<file path="config.mk">
export PLATFORM = sky130hd
export DESIGN_NAME = cache_mem_arbiter
export DESIGN_NICKNAME = d
export VERILOG_FILES = /design/src/rtl/cache_mem_arbiter.sv
export SDC_FILE = /design/constraint.sdc
export NUM_CORES = 1
export LEC_CHECK = 0
export CAP_MARGIN = 20
export CORE_AREA = 2 2 338 340
export CTS_CLUSTER_SIZE = 8
export DETAILED_ROUTE_END_ITERATION = 8
export DIE_AREA = 0 0 340 342
export GPL_TIMING_DRIVEN = 0
export HOLD_SLACK_MARGIN = 0.05
export MAX_ROUTING_LAYER = met4
export PLACE_DENSITY = 0.43
export SLEW_MARGIN = 20
export SYNTH_ARGS = -nofsm -noshare
export SYNTH_HDL_FRONTEND = slang
export SYNTH_SLANG_ARGS = --single-unit
</file>
<file path="constraint.sdc">
create_clock -name clk -period 15 [get_ports clk]
set_input_delay 2.25 -clock clk [delete_from_list [all_inputs] [get_ports clk]]
set_output_delay 2.25 -clock clk [all_outputs]
set_load 0.05 [all_outputs]
</file>
<file path="src/rtl/cache_mem_arbiter.sv">
`default_nettype none
// cache_mem_arbiter: shares one line-wide memory port between the I-cache and
// D-cache miss paths with round-robin arbitration and saturating grant counters.
module cache_mem_arbiter #(
  parameter int LINE_W = 128,
  parameter int ADDR_W = 16,
  parameter int CNT_W  = 16
) (
  input  logic              clk,
  input  logic              rst,
  input  logic              i_read,
  input  logic              i_write,
  input  logic [ADDR_W-1:0] i_address,
  input  logic [LINE_W-1:0] i_wdata,
  output logic [LINE_W-1:0] i_rdata,
  output logic              i_resp,
  input  logic              d_read,
  input  logic              d_write,
  input  logic [ADDR_W-1:0] d_address,
  input  logic [LINE_W-1:0] d_wdata,
  output logic [LINE_W-1:0] d_rdata,
  output logic              d_resp,
  output logic              pmem_read,
  output logic              pmem_write,
  output logic [ADDR_W-1:0] pmem_address,
  output logic [LINE_W-1:0] pmem_wdata,
  input  logic [LINE_W-1:0] pmem_rdata,
  input  logic              pmem_resp,
  output logic              last_grant,
  output logic [CNT_W-1:0]  i_grant_count,
  output logic [CNT_W-1:0]  d_grant_count
);

  localparam int OFF_W = $clog2(LINE_W / 8);
  localparam logic [ADDR_W-1:0] LINE_MASK = {{(ADDR_W-OFF_W){1'b1}}, {OFF_W{1'b0}}};
  localparam logic [CNT_W-1:0]  CNT_MAX   = {CNT_W{1'b1}};
  localparam logic [CNT_W-1:0]  CNT_ONE   = {{(CNT_W-1){1'b0}}, 1'b1};

  typedef enum logic [1:0] {
    IDLE    = 2'd0,
    SERVE_I = 2'd1,
    SERVE_D = 2'd2
  } state_t;

  state_t state;
  logic   i_req;
  logic   d_req;
  logic   pick_d;

  assign i_req  = i_read | i_write;
  assign d_req  = d_read | d_write;
  // On conflict, last_grant names the side served last, so the other side wins.
  assign pick_d = d_req & (~i_req | ~last_grant);

  assign i_resp  = (state == SERVE_I) & pmem_resp;
  assign d_resp  = (state == SERVE_D) & pmem_resp;
  assign i_rdata = pmem_rdata;
  assign d_rdata = pmem_rdata;

  always_ff @(posedge clk or posedge rst) begin
    if (rst) begin
      state         <= IDLE;
      pmem_read     <= 1'b0;
      pmem_write    <= 1'b0;
      pmem_address  <= '0;
      pmem_wdata    <= '0;
      last_grant    <= 1'b0;
      i_grant_count <= '0;
      d_grant_count <= '0;
    end else begin
      case (state)
        IDLE: begin
          if (pick_d) begin
            state        <= SERVE_D;
            pmem_address <= d_address & LINE_MASK;
            pmem_wdata   <= d_wdata;
            pmem_write   <= d_write;
            pmem_read    <= d_read & ~d_write;
            last_grant   <= 1'b1;
            if (d_grant_count != CNT_MAX) d_grant_count <= d_grant_count + CNT_ONE;
          end else if (i_req) begin
            state        <= SERVE_I;
            pmem_address <= i_address & LINE_MASK;
            pmem_wdata   <= i_wdata;
            pmem_write   <= i_write;
            pmem_read    <= i_read & ~i_write;
            last_grant   <= 1'b0;
            if (i_grant_count != CNT_MAX) i_grant_count <= i_grant_count + CNT_ONE;
          end
        end
        SERVE_I, SERVE_D: begin
          // Address and write data are left as-is after completion.
          if (pmem_resp) begin
            state      <= IDLE;
            pmem_read  <= 1'b0;
            pmem_write <= 1'b0;
          end
        end
        default: begin
          state      <= IDLE;
          pmem_read  <= 1'b0;
          pmem_write <= 1'b0;
        end
      endcase
    end
  end

endmodule
`default_nettype wire

</file>
Yosys cells after proc, flatten, opt, wreduce, memory -nomap -nowiden
Index checks and enable logic that the tools add are counted.
{ "word_totals": {"regBits": 181, "latch_bits": 0, "ramBits": 0, "romBits": 0, "input_bits": 423, "out_inout_bits": 437, "wordCells": 53, "mem_count": 0} }
{ "classes": {"add_sub_neg": 2, "n_mul": 0, "div": 0, "magnitude_cmp": 0, "eq_ne": 6, "n_shift": 0, "mux": 17, "n_bitwise": 13, "reduce_logical": 7} }
{ "ops": {"columns": ["operator", "count"], "rows": [
  ["two-way mux 128 bit", 2],
  ["adder 16 x 1 -> 16 bit (second input constant)", 2],
  ["two-way mux 16 bit", 2],
  ["inequality test 16 bit (second input constant)", 2],
  ["two-way mux 1 bit", 7],
  ["two-way mux 2 bit", 3],
  ["bitwise AND 1 bit", 5],
  ["inverter 1 bit", 5],
  ["one-hot mux 1 bit (2 select lines)", 2],
  ["one-hot mux 2 bit (2 select lines)", 1],
  ["AND reduction 2 bit", 2],
  ["AND reduction 4 bit", 1],
  ["inequality test 3 bit (second input constant)", 1],
  ["OR 1 bit", 3],
  ["AND reduction 3 bit", 1],
  ["equality test 2 x 1 -> 1 bit (second input constant)", 1],
  ["equality test 2 bit (second input constant)", 1],
  ["zero test 2 bit", 1],
  ["inequality test 2 bit (second input constant)", 1],
  ["nonzero test 2 bit", 1],
  ["OR reduction 2 bit", 1]
]} }

Longest topological paths before layout
Gate-level depths: netlist of run 1.
{ "depth": {"depth_word": 6, "depth_mapped": 9, "ltp_nobuf": 6} }

Worst setup path before layout of run 1
OpenSTA, ideal clock, no wires.
{ "synth_path": {"path_kind": "input-to-output", "startpoint": "input pmem_resp", "endpoint": "output i_resp", "arrival_time_ps": 2662, "t_required_ps": 12750, "slack_ps": 10088, "stages": 1, "n_path_buf": 0, "path_cell_list": "and2_1"} }
{ "synth_via": {"elab_chain_len": 1} }
{ "synth_rtl": {"columns": ["element", "line", "source"], "rows": [
  ["start: declaration", "28", "input logic pmem_resp,"],
  ["bitwise AND 1 bit", "55", "assign i_resp = (state == SERVE_I) & pmem_resp;"],
  ["end: declaration", "16", "output logic i_resp,"]
]} }
Every way passes these cells.

Worst setup path in the final report of run 1
{ "layout_path": {"startpoint": "input pmem_resp", "endpoint": "output d_resp"} }
{ "layout_via": {"elab_chain_len": 1} }
{ "layout_rtl": {"columns": ["element", "line", "source"], "rows": [
  ["bitwise AND 1 bit", "56", "assign d_resp = (state == SERVE_D) & pmem_resp;"],
  ["end: declaration", "22", "output logic d_resp,"]
]} }
Every way passes these cells.

==> metrics.cfg, run 1 <==
[finish]
drive_above_1_share_pct=19.45
synthToLayoutAreaGrowth_pct=94.95
final_cells=3325
n_fill_cell=12570
nNetsFinal=2225

[grt]
grt_usage_pct=10.08
grt_max_degree=75
grt_pass1_wl_um=79110
grt_pass1_vias=10040
grt-ovfl-total=0
antenna_found_initial=5

[timing]
finalMaxSlewViolations=0
slew_headroom_pct=33.00
fin_crit_ns=6.310
rsz0062_at_grt=no
hold_viol=0
setup_ws_ns=8.690
clock.fmax_mhz=158.5
post-route-period-util_pct=42.06
skew_ns=0.02790
fin_setup_tns_ns=0
worstMarginPinSlew_ns=0.9770
setup_violations=0

[yosys]
synth_area_leaders=dfrtp_1 (43%), buf_4 (20%), mux2i_1 (14%)
ys.flop_type=dfrtp_1
synth_edf_count=0
yosysMostFrequentCell=buf_4
ys_types=42
syn_inst=1054
ys_ff_latch=177
synthArstFlopShare_pct=100.0
syn_area_per_cell_um2=9.799
synth_top_cell_by_area=dfrtp_1
seq_area_frac_synth_pct=42.88
yosys_warnings=0
yosys.area.top_type_share_pct=42.88
syn_area_um2=10330
synth_common_cells=buf_4 (280), dfrtp_1 (177), nand2_1 (156), mux2i_1 (140), o21ai_1 (92)

[detailed_routing]
viasPerCell=2.981
postRouteAntennaNets=0
drc_errors=0
wl_per_cell_um=17.66
first_pass_iters=4
drt-initial-drc-count=385
routed-via-count=9912
drt-total-wl_um=58720

[placed_design]
port_buffers=719
gp_congestion=0.7530
post-place-ws_ns=8.630
dp_hpwl_um=49680
dp.cells=3290

[clocking]
root_buffer=clkbuf_16
hold_buffers=0
post_cts_buffers=0
clk_path_buf_depth=2
h-tree-depth=4
cts.sinks=177
worstSkewPairLatency_ns=0.52
clkTransAtPathRegs_ns=0.09
cts_tree=yes
cts_inserted_buffers=17
cts_resized=0

[power_and_ir_drop]
p_sw_uw=2005
swShare_pct=53.95
ir_worst_vdd_mv=0.07305
leakage_uw=0.008483
combPwrFrac_pct=63.7
p_int_uw=1712
seqPwrFrac_pct=22.3
p_per_area_nw_per_um2=184.6
clkPwrFrac_pct=14.0

[floorplan]
start_util_pct=9.132
die_h_um=342
die_area_um2=116300
core_region_area_um2=113100
die_w_um=340
ios=860
std_cell_rows=124

[setup_path]
crit_type=input port to output pin
startpoint=pmem_resp
cp.required_ns=12.75
regToRegStartpoint=last_grant$_DFFE_PP0P_
crit_path_max_fanout=3
start_kind=input port
end_kind=output pin
arrival_ns=4.06

[flow_run]
maxCapViolCount=0

[min_path]
hold_class=flop to flop
holdCritStartpoint=pmem_wdata[103]$_DFFE_PP0P_

[outcome]
outcome=completed

## layout make-up
type,instances,area [um2],area share [%]
repair buffers,721,7252,36.02
flip-flops and latches,177,4429,22.00
multi-input cells,566,3638,18.07
plain buffers,311,2261,11.23
well taps,1512,1892,9.395
clock buffers,17,425.4,2.113
clock inverters,15,211.5,1.050
inverters,3,18.77,0.09321
diodes,3,7.507,0.03728
## logic make-up (layout without fill, tap and decap cells)
family	after synthesis	after routing	share of synthesized area, %
flip-flops	177	177	42.88
AND/OR/NAND/NOR	230	230	10.24
AO/OA/AOI/OAI	155	155	7.886
buffers and inverters	314	1067	22.00
multiplexers	143	143	13.89
XOR/XNOR	29	29	2.459
adder cells (fa/ha/maj)	5	5	0.6057
other	1	7	0.03631
## power groups by stage
stage / combinational (uW) / clock [uW] / sequential (uW)
after CTS: 2430 / 555 / 833
after detailed placement: 2430 / 0 / 838
after global routing: 2520 / 567 / 862
after floorplan: 702 / 0 / 1550
after global placement: 2430 / 0 / 833
final: 2370 / 521 / 830
## stage by stage
| stage | power, uW | hold slack, ns | utilization [%] | instance area, um2 |
|---|---|---|---|---|
| final | 3717 | 0.4826 | 17.80 | 20140 |
| after global placement | 3264 | 0.4650 | 17.18 | 19430 |
| after CTS | 3822 | 0.4894 | 17.80 | 20130 |
| after floorplan | 2250 | 0.5254 | - | 10340 |
| after detailed placement | 3266 | 0.4699 | 17.23 | 19490 |
| after global routing | 3946 | 0.5054 | 17.80 | 20130 |
## layout by cell type (no fill, tap or decap), drive strengths merged, types with 2 or more instances in the layout
cell	n
clkdlybuf4s50	719
buf	298
dfrtp	177
nand2	156
o21ai	143
mux2i	140
clkbuf	32
xor2	23
nand3	15
inv	12
nor3	11
nor4	11
nand4	9
nor2	7
xnor2	6
and2	5
ha	5
conb	4
clkinv	4
diode	3
and4	3
and3	3
a22o	3
mux2	3
nor3b	2
nor4b	2
nand2b	2
a21oi	2
o211ai	2
or2	2
bufinv	2
## state kept, by name (all words and copies together), names as in the netlist
name	flops
pmem_wdata	128
d_grant_count	16
i_grant_count	16
pmem_address	12
state	2
last_grant	1
pmem_read	1
pmem_write	1
## worst max-delay path, cell delays in order
cell	delay (ns)
clkdlybuf4s50_1	0.61
and2_1	0.30
clkdlybuf4s50_1	0.89
## layer usage
layer	GRT usage, %	share of wire, %	vias to the layer above
met5	-	0	-
met4	2.572	1.1	0
met3	3.212	7.7	27
met2	15.71	47	425
met1	12.54	44	4683
li1	-	-	4777
## worst paths after layout
check / endpoint / slack, ns / cells past startpoint
worst min-delay path: pmem_wdata[103]$_DFFE_PP0P_ / 0.48 / 2
worst max register to register: pmem_wdata[89]$_DFFE_PP0P_ / 12.38 / 7
worst min register to register: pmem_wdata[103]$_DFFE_PP0P_ / 0.48 / 2
min in group asynchronous: pmem_wdata[63]$_DFFE_PP0P_ / 2.13 / 2
max in group asynchronous: pmem_address[5]$_DFFE_PP0P_ / 12.00 / 3
worst max-delay path: d_resp / 8.69 / 3
(Power assumes the default switching activity.)
==> run 2: changes to the inputs <==
--- a/config.mk
+++ b/config.mk
@@ -6,14 +6,14 @@
 export NUM_CORES = 1
 export LEC_CHECK = 0
 export CAP_MARGIN = 20
-export CORE_AREA = 2 2 338 340
+export CORE_AREA = 2 2 333 335
 export CTS_CLUSTER_SIZE = 8
 export DETAILED_ROUTE_END_ITERATION = 8
-export DIE_AREA = 0 0 340 342
+export DIE_AREA = 0 0 335 337
 export GPL_TIMING_DRIVEN = 0
 export HOLD_SLACK_MARGIN = 0.05
 export MAX_ROUTING_LAYER = met4
-export PLACE_DENSITY = 0.43
+export PLACE_DENSITY = 0.44
 export SLEW_MARGIN = 20
 export SYNTH_ARGS = -nofsm -noshare
 export SYNTH_HDL_FRONTEND = slang
==> constraint.sdc (replaced) <==
create_clock -name clk -period 6.6 [get_ports clk]
set_input_delay 0.99 -clock clk [delete_from_list [all_inputs] [get_ports clk]]
set_output_delay 0.99 -clock clk [all_outputs]
set_load 0.05 [all_outputs]
==> metrics.cfg, run 2 (synthesized netlist as in run 1, its figures left out) <==
[outcome]
outcome=completed

[timing]
finalMaxSlewViolations=0  ; unchanged
post-route-period-util_pct=54.77
skew_ns=0.02336  ; -0.004542 ns
clock.fmax_mhz=276.6
slew_headroom_pct=32.36  ; -0.64 points
rsz0062_at_grt=no
setup_violations=0  ; unchanged
fin_crit_ns=3.615
worstMarginPinSlew_ns=1.011  ; +0.03443 ns
hold_slack_ns=0.4778  ; -0.004777 ns
hold_viol=0  ; unchanged
fin_setup_tns_ns=0  ; unchanged

[grt]
grt_pass1_vias=10220  ; +1.7%
grt_util_met3_pct=2.893  ; -0.32 points
grt_max_degree=87  ; +16%
use_met1_pct=12.23  ; -0.31 points
grt_usage_pct=9.873  ; -0.20 points
grt-ovfl-total=0  ; unchanged
top_usage_layer=met2
grt_pass1_wl_um=75490  ; -4.6%
antenna_found_initial=1  ; -4
grtUsageMet2_pct=15.46  ; -0.25 points

[finish]
final_cell_mix=clkdlybuf4s50_1 (719), buf_4 (280), dfrtp_1 (177), nand2_1 (156), mux2i_1 (140)
top_regs=pmem_wdata x128, d_grant_count x16, i_grant_count x16
regMostFlops=pmem_wdata
largest_register_ffs=128  ; unchanged
n_fill_cell=12200  ; -2.9%
synthToLayoutAreaGrowth_pct=93.47
drive_above_1_share_pct=19.45  ; unchanged
final_common_cell=clkdlybuf4s50_1
finish.utilization_pct=18.23  ; +0.43 points
nNetsFinal=2225  ; unchanged

[floorplan]
start_util_pct=9.424  ; +0.29 points
die_area_um2=112900  ; -2.9%
die_h_um=337  ; -1.5%
std_cell_rows=122  ; -1.6%
die_w_um=335  ; -1.5%
core_region_area_um2=109600  ; -3.1%
ios=860  ; unchanged

[clocking]
clk_path_buf_depth=2  ; unchanged
clkTransAtPathRegs_ns=0.08  ; about the same
cts.sinks=177  ; unchanged
h-tree-depth=4  ; unchanged
post_cts_buffers=0  ; unchanged
root_buffer=clkbuf_16
cts_inserted_buffers=17  ; unchanged
worstSkewPairLatency_ns=0.51  ; about the same
cts_resized=0  ; unchanged
cts_tree=yes
hold_buffers=0  ; unchanged

[detailed_routing]
postRouteAntennaNets=0  ; unchanged
drt-initial-drc-count=400  ; +3.9%
wl_per_cell_um=17.38  ; -1.6%
drt-total-wl_um=56280  ; -4.2%
viasPerCell=3.054  ; +2.5%
drc_errors=0  ; unchanged
first_pass_iters=4  ; unchanged
routed-via-count=9893  ; -0.19%

[setup_path]
crit_type=input port to output pin
regToRegStartpoint=last_grant$_DFFE_PP0P_
startpoint=pmem_resp
crit_path_max_fanout=3  ; unchanged
slowest_stage=clkdlybuf4s50_1
arrival_ns=2.63  ; -1.43 ns
slowest_delay_ns=0.85  ; -0.04 ns
crit_chain=clkdlybuf4s50_1 -> and2_1 -> clkdlybuf4s50_1
start_kind=input port
end_kind=output pin
cp.required_ns=5.61  ; -7.14 ns
cp_common_cell=clkdlybuf4s50_1

[power_and_ir_drop]
leakage_uw=0.008455  ; -0.33%
swShare_pct=54.05  ; +0.10 points
p_per_area_nw_per_um2=415.2  ; +120%
p_sw_uw=4484  ; +120%
clkPwrFrac_pct=13.2  ; -0.8 points
seqPwrFrac_pct=22.7  ; +0.4 points
p_int_uw=3812  ; +120%
ir_worst_vdd_mv=0.1524  ; +110%
combPwrFrac_pct=64.2  ; +0.5 points

[flow_run]
maxCapViolCount=0  ; unchanged

[min_path]
holdCritStartpoint=pmem_wdata[92]$_DFFE_PP0P_
hold_class=flop to flop

[placed_design]
port_buffers=719  ; unchanged
gp_congestion=0.7658  ; +1.7%
dp_hpwl_um=47250  ; -4.9%

[run 2: cell count changes in the layout (fill, tap and decap cells not counted), sizes merged]
cell,previous run,this run
clkinv,4,5
bufinv,2,0
clkinvlp,0,2
inv,12,11
[run 2: worst paths after layout]
| path | to | slack [ns] | cells past startpoint |
|---|---|---|---|
| hold reg to reg | pmem_wdata[92]$_DFFE_PP0P_ | 0.48 | 2 |
| min in group asynchronous | pmem_wdata[73]$_DFFE_PP0P_ | 0.82 | 2 |
| setup / recovery | i_resp | 2.98 | 3 |
| setup reg to reg | pmem_wdata[90]$_DFFE_PP0P_ | 4.02 | 6 |
| hold / removal | pmem_wdata[92]$_DFFE_PP0P_ | 0.48 | 2 |
| max in group asynchronous | pmem_wdata[121]$_DFFE_PP0P_ | 4.97 | 3 |
[run 2: routing by layer]
layer,wire (um),vias up,share of wire (%)
met2,26480,411,47
li1,-,4774,-
met4,805,0,1.4
met5,0,-,0
met1,24710,4676,44
met3,4275,32,7.6
[run 2: cell type report]
cell class	count	area [um2]	area share, %
clock buffer	17	425.4	2.129
clock inverter	15	166.4	0.8328
sequential	177	4429	22.17
antenna	3	7.507	0.03757
multi-input combinational	566	3638	18.21
tap	1426	1784	8.929
buffer	311	2261	11.31
timing repair buffer	721	7252	36.29
inverter	3	18.77	0.09392
[run 2: worst max-delay path: cells and delay by family]
family	cells	cell delay, ns
simple gates	1	0.21
buf+inv	2	1.42
[run 2: power by group through the flow]
stage | sequential (uW) | combinational, uW | clock (uW)
final | 1880 | 5320 | 1090
after floorplan | 3520 | 1600 | 0
after global placement | 1890 | 5450 | 0
after CTS | 1890 | 5450 | 1180
after detailed placement | 1900 | 5440 | 0
after global routing | 1960 | 5650 | 1200
[run 2: stage by stage]
| stage | area (um2) | worst slack [ns] | instances | total power (uW) |
|---|---|---|---|---|
| detailed placement | 19380 | 2.728 | 3204 | 7345 |
| floorplan | 10340 | 0.8081 | 1057 | 5114 |
| finish | 19980 | 2.985 | 3239 | 8296 |
| global placement | 19320 | -2.927 | 3202 | 7337 |
| CTS | 19980 | 2.902 | 3236 | 8522 |
| global route | 19980 | 2.899 | 3237 | 8804 |
